[src/rtl/mult_div_unit_pkg.sv]
// Shared operation codes, FSM state encodings and op-decode helpers for the
// iterative multiply/divide unit.
package mult_div_unit_pkg;

  localparam logic [2:0] OP_MULT  = 3'd0;
  localparam logic [2:0] OP_MULTU = 3'd1;
  localparam logic [2:0] OP_DIV   = 3'd2;
  localparam logic [2:0] OP_DIVU  = 3'd3;
  localparam logic [2:0] OP_MTHI  = 3'd4;
  localparam logic [2:0] OP_MTLO  = 3'd5;

  localparam logic [1:0] ST_IDLE = 2'd0;
  localparam logic [1:0] ST_MUL  = 2'd1;
  localparam logic [1:0] ST_DIV  = 2'd2;
  localparam logic [1:0] ST_FIX  = 2'd3;

  function automatic logic isMulDivOp(input logic [2:0] op);
    return (op[2] == 1'b0);
  endfunction

  function automatic logic isSignedOp(input logic [2:0] op);
    return (op == OP_MULT) || (op == OP_DIV);
  endfunction

  function automatic logic isDivOp(input logic [2:0] op);
    return (op == OP_DIV) || (op == OP_DIVU);
  endfunction

endpackage

[src/rtl/mult_div_unit_mdu_datapath.sv]
// Shared shift register, adder/subtractor and sign-fix negators for the
// multiply/divide unit; sequencing comes from the FSM in mult_div_unit.
module mdu_datapath
  import mult_div_unit_pkg::*;
#(
  parameter int DATA_WIDTH = 32
) (
  input  logic                  clk,
  input  logic                  reset,
  input  logic                  load,
  input  logic                  step,
  input  logic [2:0]            Op,
  input  logic [DATA_WIDTH-1:0] A,
  input  logic [DATA_WIDTH-1:0] B,
  output logic                  divisorZero,
  output logic [DATA_WIDTH-1:0] resHi,
  output logic [DATA_WIDTH-1:0] resLo
);

  localparam int W = DATA_WIDTH;

  logic [2*W-1:0] acc;
  logic [W-1:0]   opnd;
  logic [W-1:0]   origA;
  logic           negRes;
  logic           negRem;
  logic           divMode;
  logic           bZero;

  logic [W:0]     opX;
  logic [W:0]     opY;
  logic           cin;
  logic [W+1:0]   sum;
  logic [2*W-1:0] accNext;
  logic [2*W-1:0] prod;
  logic [W-1:0]   quo;
  logic [W-1:0]   rem;

  function automatic logic [W-1:0] magnitude(input logic [W-1:0] v, input logic sgn);
    return (sgn && v[W-1]) ? -v : v;
  endfunction

  // Shared adder: accumulate for multiply, trial-subtract (carry = no borrow) for divide
  always_comb begin
    if (divMode) begin
      opX = acc[2*W-1:W-1];
      opY = ~{1'b0, opnd};
      cin = 1'b1;
    end else begin
      opX = {1'b0, acc[2*W-1:W]};
      opY = {1'b0, opnd};
      cin = 1'b0;
    end
    sum = {1'b0, opX} + {1'b0, opY} + {{(W+1){1'b0}}, cin};
  end

  // One iteration: shift-add multiply step or restoring-division step
  always_comb begin
    if (divMode) begin
      if (sum[W+1]) begin
        accNext = {sum[W-1:0], acc[W-2:0], 1'b1};
      end else begin
        accNext = {acc[2*W-2:W-1], acc[W-2:0], 1'b0};
      end
    end else begin
      if (acc[0]) begin
        accNext = {sum[W:0], acc[W-1:1]};
      end else begin
        accNext = {1'b0, acc[2*W-1:1]};
      end
    end
  end

  // Operand latch on acceptance, iteration while stepping
  always_ff @(posedge clk) begin
    if (reset) begin
      acc     <= {(2*W){1'b0}};
      opnd    <= {W{1'b0}};
      origA   <= {W{1'b0}};
      negRes  <= 1'b0;
      negRem  <= 1'b0;
      divMode <= 1'b0;
      bZero   <= 1'b0;
    end else if (load) begin
      acc     <= {{W{1'b0}}, magnitude(A, isSignedOp(Op))};
      opnd    <= magnitude(B, isSignedOp(Op));
      origA   <= A;
      negRes  <= isSignedOp(Op) & (A[W-1] ^ B[W-1]);
      negRem  <= isSignedOp(Op) & A[W-1];
      divMode <= isDivOp(Op);
      bZero   <= (B == {W{1'b0}});
    end else if (step) begin
      acc <= accNext;
    end
  end

  assign divisorZero = bZero;

  // Sign correction; quotient truncates toward zero, remainder follows the dividend
  always_comb begin
    prod = negRes ? -acc : acc;
    quo  = negRes ? -acc[W-1:0] : acc[W-1:0];
    rem  = negRem ? -acc[2*W-1:W] : acc[2*W-1:W];
    if (divMode) begin
      if (bZero) begin
        resHi = origA;
        resLo = {W{1'b1}};
      end else begin
        resHi = rem;
        resLo = quo;
      end
    end else begin
      resHi = prod[2*W-1:W];
      resLo = prod[W-1:0];
    end
  end

endmodule

[src/rtl/mult_div_unit.sv]
// Iterative multiply/divide unit with HI/LO registers: FSM, iteration counter
// and architectural HI/LO state; arithmetic lives in mdu_datapath.
module mult_div_unit
  import mult_div_unit_pkg::*;
#(
  parameter int DATA_WIDTH = 32,
  parameter int CNT_WIDTH  = 6
) (
  input  logic                  clk,
  input  logic                  reset,
  input  logic                  Start,
  input  logic [2:0]            Op,
  input  logic [DATA_WIDTH-1:0] A,
  input  logic [DATA_WIDTH-1:0] B,
  output logic                  Busy,
  output logic                  Done,
  output logic                  DivByZero,
  output logic [DATA_WIDTH-1:0] HI,
  output logic [DATA_WIDTH-1:0] LO
);

  localparam logic [CNT_WIDTH-1:0] LAST_CNT = CNT_WIDTH'(DATA_WIDTH - 1);

  logic [1:0]            state;
  logic [CNT_WIDTH-1:0]  cnt;
  logic                  load;
  logic                  step;
  logic                  divisorZero;
  logic [DATA_WIDTH-1:0] resHi;
  logic [DATA_WIDTH-1:0] resLo;

  assign load = (state == ST_IDLE) && Start && isMulDivOp(Op);
  assign step = (state == ST_MUL) || (state == ST_DIV);

  mdu_datapath #(
    .DATA_WIDTH(DATA_WIDTH)
  ) uDatapath (
    .clk        (clk),
    .reset      (reset),
    .load       (load),
    .step       (step),
    .Op         (Op),
    .A          (A),
    .B          (B),
    .divisorZero(divisorZero),
    .resHi      (resHi),
    .resLo      (resLo)
  );

  // Control FSM, iteration counter and HI/LO/flag registers
  always_ff @(posedge clk) begin
    if (reset) begin
      state     <= ST_IDLE;
      cnt       <= {CNT_WIDTH{1'b0}};
      Busy      <= 1'b0;
      Done      <= 1'b0;
      DivByZero <= 1'b0;
      HI        <= {DATA_WIDTH{1'b0}};
      LO        <= {DATA_WIDTH{1'b0}};
    end else begin
      Done <= 1'b0;
      case (state)
        ST_IDLE: begin
          if (Start) begin
            case (Op)
              OP_MULT, OP_MULTU: begin
                state     <= ST_MUL;
                cnt       <= {CNT_WIDTH{1'b0}};
                Busy      <= 1'b1;
                DivByZero <= 1'b0;
              end
              OP_DIV, OP_DIVU: begin
                state     <= ST_DIV;
                cnt       <= {CNT_WIDTH{1'b0}};
                Busy      <= 1'b1;
                DivByZero <= 1'b0;
              end
              OP_MTHI: HI <= A;
              OP_MTLO: LO <= A;
              default: begin
              end
            endcase
          end
        end
        ST_MUL, ST_DIV: begin
          // Divisor was latched at acceptance, so the flag is known on the first iteration
          if ((state == ST_DIV) && (cnt == {CNT_WIDTH{1'b0}}) && divisorZero) begin
            DivByZero <= 1'b1;
          end
          if (cnt == LAST_CNT) begin
            state <= ST_FIX;
          end else begin
            cnt <= cnt + CNT_WIDTH'(1);
          end
        end
        ST_FIX: begin
          HI    <= resHi;
          LO    <= resLo;
          Busy  <= 1'b0;
          Done  <= 1'b1;
          cnt   <= {CNT_WIDTH{1'b0}};
          state <= ST_IDLE;
        end
        default: begin
          state <= ST_IDLE;
          Busy  <= 1'b0;
          cnt   <= {CNT_WIDTH{1'b0}};
        end
      endcase
    end
  end

endmodule
[config.mk]
export PLATFORM = sky130hd
export DESIGN_NAME = mult_div_unit
export DESIGN_NICKNAME = d
export VERILOG_FILES = /design/src/rtl/mult_div_unit_pkg.sv /design/src/rtl/mult_div_unit_mdu_datapath.sv /design/src/rtl/mult_div_unit.sv
export SDC_FILE = /design/constraint.sdc
export NUM_CORES = 1
export LEC_CHECK = 0
export ABC_CLOCK_PERIOD_IN_PS = 5380
export CELL_PAD_IN_SITES_DETAIL_PLACEMENT = 0
export CELL_PAD_IN_SITES_GLOBAL_PLACEMENT = 2
export CORE_ASPECT_RATIO = 0.7
export CORE_MARGIN = 4
export CORE_UTILIZATION = 34
export CTS_CLUSTER_SIZE = 8
export DETAILED_ROUTE_END_ITERATION = 6
export GPL_TIMING_DRIVEN = 0
export PLACE_DENSITY_LB_ADDON = 0.2
export SLEW_MARGIN = 20
export SYNTH_ARGS = -nofsm -noshare
export SYNTH_HDL_FRONTEND = slang
export SYNTH_SLANG_ARGS = --single-unit
[constraint.sdc]
create_clock -name clk -period 5.38 [get_ports clk]
set_input_delay 1.076 -clock clk [delete_from_list [all_inputs] [get_ports clk]]
set_output_delay 1.076 -clock clk [all_outputs]
set_load 0.005 [all_outputs]
; After elaboration in Yosys (flattened, before gate mapping)
; Cells that the tools add are included.
[op_classes]
bitwise_logic = 5
n_eq_ne = 17
add_sub_neg = 8
muxes = 39
reduce_logical = 27
[op_table]
columns = cell, count
row1 = $mux W32, 14
row2 = $mux W64, 4
row3 = $neg A32 Y32, 4
row4 = $pmux W32 S2, 2
row5 = $mux W33, 2
row6 = $neg A64 Y64, 1
row7 = $add A33 B33 Y34, 1
row8 = $add A34 B1 Y34, 1
row9 = $not A32 Y33, 1
row10 = $logic_not A32 Y1, 1
row11 = $mux W6, 3
row12 = $pmux W6 S3, 1
row13 = $reduce_and A3 Y1, 5
row14 = $ne A2 B2 Y1 const B, 5
row15 = $reduce_or A2 Y1, 4
row16 = $mux W1, 7
row17 = $add A6 B1 Y6 const B, 1
row18 = $eq A3 B2 Y1 const B, 2
row19 = $eq A3 B3 Y1 const B, 2
row20 = $eq A6 B5 Y1 const B, 1
row21 = $logic_and A1 B1 Y1, 6
row22 = $logic_not A6 Y1, 1
row23 = $pmux W2 S3, 1
row24 = $reduce_bool A2 Y1, 3
row25 = 16 further kinds, 23
[totals]
wordCells = 111
reg_bits = 207
in_bits = 70
out_inout_bits = 67

; Longest topological paths before layout
[depth]
depth_word = 8
ltp_mapped = 19
mapped_depth_nobuf = 13

; Hierarchy
; From an unflattened synthesis, not the netlist that was laid out.
[hier_totals]
hier_cells = 2059
hier_area_um2 = 16345.7
[by_module_without_submodules]
columns = module, n_inst, cells_per_inst, area_per_inst_um2, seq_area_each_um2
row1 = mdu_datapath, 1, 1694, 12557.0, 2642.5
row2 = mult_div_unit, 1, 365, 3788.6, 1501.4

; Least setup slack after synthesis
; OpenSTA, ideal clock, no wires.
[synth_timing]
path_kind = register to register
startpoint = reg uDatapath.divMode
endpoint = reg uDatapath.acc[50]
t_arrival_ns = 4.697
path_stages_with_launch = 20
period_less_slack_ns = 4.834
setup_time_ns = 0.137
required_ns = 5.243
path_buffers = 8
path_slack_ns = 0.546
path_cell_list = dfxtp_1 -> clkbuf_1 -> buf_1 -> clkbuf_1 -> clkbuf_1 -> buf_1 -> xor2_1 -> ha_1 -> clkbuf_1 -> nand4_1 -> nor3_1 -> nand3_1 -> o211ai_1 -> a21oi_1 -> o21ai_1 -> buf_2 -> buf_2 -> nor2_1 -> a211oi_1 -> a211oi_1
[synth_via]
elab_chain_len = 5
word_cells_on_any_way = 8
classes_between = add/sub: 2 / mux: 6
[synth_lines]
columns = item, line_no
row1 = from (decl), mult_div_unit_mdu_datapath.sv:27  ; logic divMode;
row2 = from (signal assigned), mult_div_unit_mdu_datapath.sv:90  ; divMode <= isDivOp(Op);
row3 = $mux W33, mult_div_unit_mdu_datapath.sv:45  ; if (divMode) begin
row4 = $add A33 B33 Y34, mult_div_unit_mdu_datapath.sv:54  ; sum = {1'b0, opX} + {1'b0, opY} + {{(W+1){1'b0}}, cin};
row5 = $add A34 B1 Y34, mult_div_unit_mdu_datapath.sv:54
row6 = $mux W64 (on tied branches), "mult_div_unit_mdu_datapath.sv:66, mult_div_unit_mdu_datapath.sv:60"
row7 = $mux W64 (*), mult_div_unit_mdu_datapath.sv:59  ; if (divMode) begin
row8 = to (signal assigned), mult_div_unit_mdu_datapath.sv:77  ; acc <= {(2*W){1'b0}};
row9 = to (signal assigned), mult_div_unit_mdu_datapath.sv:85  ; acc <= {{W{1'b0}}, magnitude(A, isSignedOp(Op))};
row10 = to (signal assigned), mult_div_unit_mdu_datapath.sv:93  ; acc <= accNext;
row11 = to (decl), mult_div_unit_mdu_datapath.sv:22  ; logic [2*W-1:0] acc;
; Every way passes the cells marked *; elsewhere a longest branch is shown, timed or not.
; A chain may end at the register's enable or synchronous reset.

; Final worst setup path
[layout_timing]
startpoint = reg uDatapath.divMode
endpoint = reg uDatapath.acc[43]
; Same word-level chain as after synthesis.

==> run metrics <==
result of the run=complete, no violations; Hold Buf Count CTS=0; total of buffers placed on input and output ports=129; reported max-cap violation count=0; kind of cell with the highest combined delay on the critical path=buffers and inverters; sequential area share after synthesis=26.6%; period utilisation layout=98.0%; first-pass iteration count of the detailed router=5; Total Neg Setup Slack=0 ns; maximum number of pins on one net before global-route repair=15; Layout Area Growth over Synthesis=19.3%; relative slew slack=19.8%; share of Yosys cell area claimed by the top area cell type=26.6%; number of nets in the synthesized netlist=2221; Die Footprint=49300 µm²; commonest register cell after synthesis=sky130_fd_sc_hd__dfxtp_1; DRC errors left=0; critical path class=reg -> reg; worst ir drop on vdd=230 µV; clk buf depth=3; count of H-tree levels built during CTS=1; fraction of layout cells with a size suffix above 1=5.23%; TritonCTS clock tree=built; CP Max Fanout=10; Commonest cells post-synth=260 x sky130_fd_sc_hd__nand2_1, 209 x sky130_fd_sc_hd__a21oi_1, 207 x sky130_fd_sc_hd__dfxtp_1; critical hold path startpoint=LO[25]; Die Width=264 µm; min cycle time layout=5.27 ns; signal arrival time at the worst endpoint=5.69 ns; total power consumption of the routed design=8130 µW; sum of net half-perimeters after detailed placement=61500 µm; Worst Path Buf+Inv=7; clock latency at the later pin of the worst-skew pair=0.60 ns; TritonCTS buffer count=30; Setup violations, final=0; Vias/cell=6.07; mux contribution to synthesized area=5.85%; reg2reg setup slack=0.11 ns; simple-gate area share of the yosys netlist=19.0%; startpoint type of the worst setup path=flip-flop; Worst Setup End Kind=flip-flop; cell depth of the worst flop-to-flop path=15; Die Y=187 µm; count leader, synth=sky130_fd_sc_hd__nand2_1; sinks on the clock net=207; Cell Chain, Critical Path=clkbuf_4, inv_1, clkbuf_1, clkdlybuf4s15_1, clkbuf_2, o21ai_0, ha_1, nand2_1, or4_1, o21ai_4, buf_4, clkbuf_4, nor2_1, a211oi_1, a211oi_1; largest area contributor in the netlist=sky130_fd_sc_hd__dfxtp_1; Syn Area/Cell=7.37 µm²; synth top area cells=sky130_fd_sc_hd__dfxtp_1 27%, sky130_fd_sc_hd__a21oi_1 6.7%, sky130_fd_sc_hd__nand2_1 6.3%, sky130_fd_sc_hd__xor2_1 5.7%, sky130_fd_sc_hd__a211oi_1 4.8%; unrepaired setup endpoints after global routing=yes; number of max-slew violations in the final report=0; leakage dissipation=0.00639 µW; count of unique library cells instantiated by Yosys=75; ys async rst share=0%; cell at the root of the clock tree=sky130_fd_sc_hd__clkbuf_16; via total after detailed routing=17.5k; initial core utilization=34.5%; first-pass GRT wire length=115000 µm; post-route core utilization=41.1%; total standard cell area after synthesis=15600 µm²; Max Clk Rate=0.190 GHz; core footprint=45100 µm²; row count=65; Overall Global Routing Usage=30.6%; reg-to-reg endpoint=uDatapath.acc[43]; synthesis warning total=0; power per cell area=438 nW/µm²; hold path endpoint=LO[25]; reg-to-reg critical path startpoint=uDatapath.divMode; final net count=2384; GR Overflow Total=0; XOR/XNOR share of the synthesized area=10.2%; Worst Clk Skew=0.0295 ns; number of cells produced by synthesis=2110; routability-driven placement congestion ratio=1.01; hold path depth=2; peak per-stage delay on the critical path=0.85 ns; worst min path class=reg -> reg; complex-gate fraction of the synthesized area=29.2%; largest family of logic cells by synthesized area=compound AO/OA/AOI/OAI gates; I/O pin total=137; average wire per standard cell=27.3 µm; Critical Path Slowest Stage Cell=sky130_fd_sc_hd__clkdlybuf4s15_1; count of routing violations after the opening detailed-route iteration=2163; adder-cell share of the synthesized area=3.35%; clock-pin slew on the worst setup and hold paths=0.07 ns; required time worst endpoint=5.80 ns; Post-Route WL=78700 µm; synthesis-stage register bit count=207; worst-margin pin slew=1.19 ns; residual antenna-violating net count after detailed routing=0; EDFF count, synth=0; final hold violations=0; antenna violations before repair=2; via count of the first global-routing pass=16.6k
## final cells by class
cell class                 instances  area (µm²)
fill                            4793       26600
multi-input combinational       1669       10600
sequential                       207        4150
timing repair buffer             134        1330
buffer                           189         795
clock buffer                      31         776
tap                              603         754
inverter                          42         158
clock inverter                     2        37.5
antenna                            2        5.00
## timing repair
action	CTS	global route
pin swaps	2	2
setup buffers	2	2
endpoints found under the setup margin	33	33
hold endpoints to repair	0	0
resized for setup	29	20
## where the power goes
part / leakage (µW) / switching [µW] / internal (µW) / total, µW
Clock: 0.000396 / 758 / 1050 / 1800
Sequential: 0.00169 / 231 / 1770 / 2000
Combinational: 0.00430 / 2990 / 1330 / 4320
## through the flow
stage                     cell area (µm²)  hold slack (ns)  cells  worst slack [ns]
after CTS                           18500            0.453   2878            0.0313
after floorplan                     15600            0.431   2110             0.546
after global routing                18600            0.473   2878          -0.00791
final                               18600            0.452   2879             0.107
after detailed placement            17600            0.445   2843             -2.41
after global placement              17600            0.444   2842             -2.38
## logic make-up after synthesis
| group | after synthesis |
|---|---|
| buffers and inverters | 234 |
| multiplexers | 88 |
| XOR/XNOR | 181 |
| flip-flops | 207 |
| AND/OR/NAND/NOR | 655 |
| AO/OA/AOI/OAI | 704 |
| adder cells (fa/ha/maj) | 41 |
## placed cells by master (no fill, tap or decap), types with 22 or more instances in the layout
master and count:
sky130_fd_sc_hd__clkbuf_1 148, sky130_fd_sc_hd__mux2i_1 65, sky130_fd_sc_hd__o31ai_1 28, sky130_fd_sc_hd__xor2_1 101
sky130_fd_sc_hd__clkbuf_16 31, sky130_fd_sc_hd__o211ai_1 29, sky130_fd_sc_hd__a211oi_1 100, sky130_fd_sc_hd__xnor2_1 80
sky130_fd_sc_hd__clkdlybuf4s50_1 129, sky130_fd_sc_hd__or3_1 24, sky130_fd_sc_hd__o21ai_0 138, sky130_fd_sc_hd__o221ai_1 33
sky130_fd_sc_hd__ha_1 40, sky130_fd_sc_hd__nor2_1 193, sky130_fd_sc_hd__inv_1 39, sky130_fd_sc_hd__nand2_1 260
sky130_fd_sc_hd__nor3_1 36, sky130_fd_sc_hd__mux2_2 22, sky130_fd_sc_hd__a21oi_1 208, sky130_fd_sc_hd__nand3_1 26
sky130_fd_sc_hd__or4_1 23, sky130_fd_sc_hd__dfxtp_1 206
## routing by layer
metal / vias to the layer above / GRT usage [%] / routed length, µm
met5: - / 0 / 0
met4: 0 / 4.82 / 1310
met3: 95 / 8.59 / 9130
met2: 889 / 41.1 / 29800
met1: 8515 / 48.3 / 38400
li1: 7977 / - / -
## flip-flops by register name, indices dropped and copies added, names as in the netlist, 2 cells and up
name and cells:
cnt 6, HI 32, LO 32, uDatapath.origA 32
state 2, uDatapath.acc 64, uDatapath.opnd 32
## worst register-to-register path, stage by stage (launching register included)
cell,delay [ns]
sky130_fd_sc_hd__dfxtp_2,0.40
sky130_fd_sc_hd__clkbuf_4,0.22
sky130_fd_sc_hd__inv_1,0.09
sky130_fd_sc_hd__clkbuf_1,0.53
sky130_fd_sc_hd__clkdlybuf4s15_1,0.86
sky130_fd_sc_hd__clkbuf_2,0.52
sky130_fd_sc_hd__o21ai_0,0.17
sky130_fd_sc_hd__ha_1,0.42
sky130_fd_sc_hd__nand2_1,0.08
sky130_fd_sc_hd__or4_1,0.52
sky130_fd_sc_hd__o21ai_4,0.33
sky130_fd_sc_hd__buf_4,0.32
sky130_fd_sc_hd__clkbuf_4,0.28
sky130_fd_sc_hd__nor2_1,0.07
sky130_fd_sc_hd__a211oi_1,0.23
sky130_fd_sc_hd__a211oi_1,0.07
## how the worst max path moves through the flow
stage	startpoint	end	slack [ns]	depth (start not counted)
floorplan	uDatapath.divMode	uDatapath.acc[50]	0.55	19
global placement	uDatapath.divMode	uDatapath.acc[46]	-2.38	15
detailed placement	uDatapath.divMode	uDatapath.acc[46]	-2.41	17
CTS	uDatapath.divMode	uDatapath.acc[43]	0.03	19
global route	uDatapath.divMode	uDatapath.acc[43]	-0.008	18
finish	uDatapath.divMode	uDatapath.acc[43]	0.11	15
No activity file was read; power rests on OpenSTA's default activity.
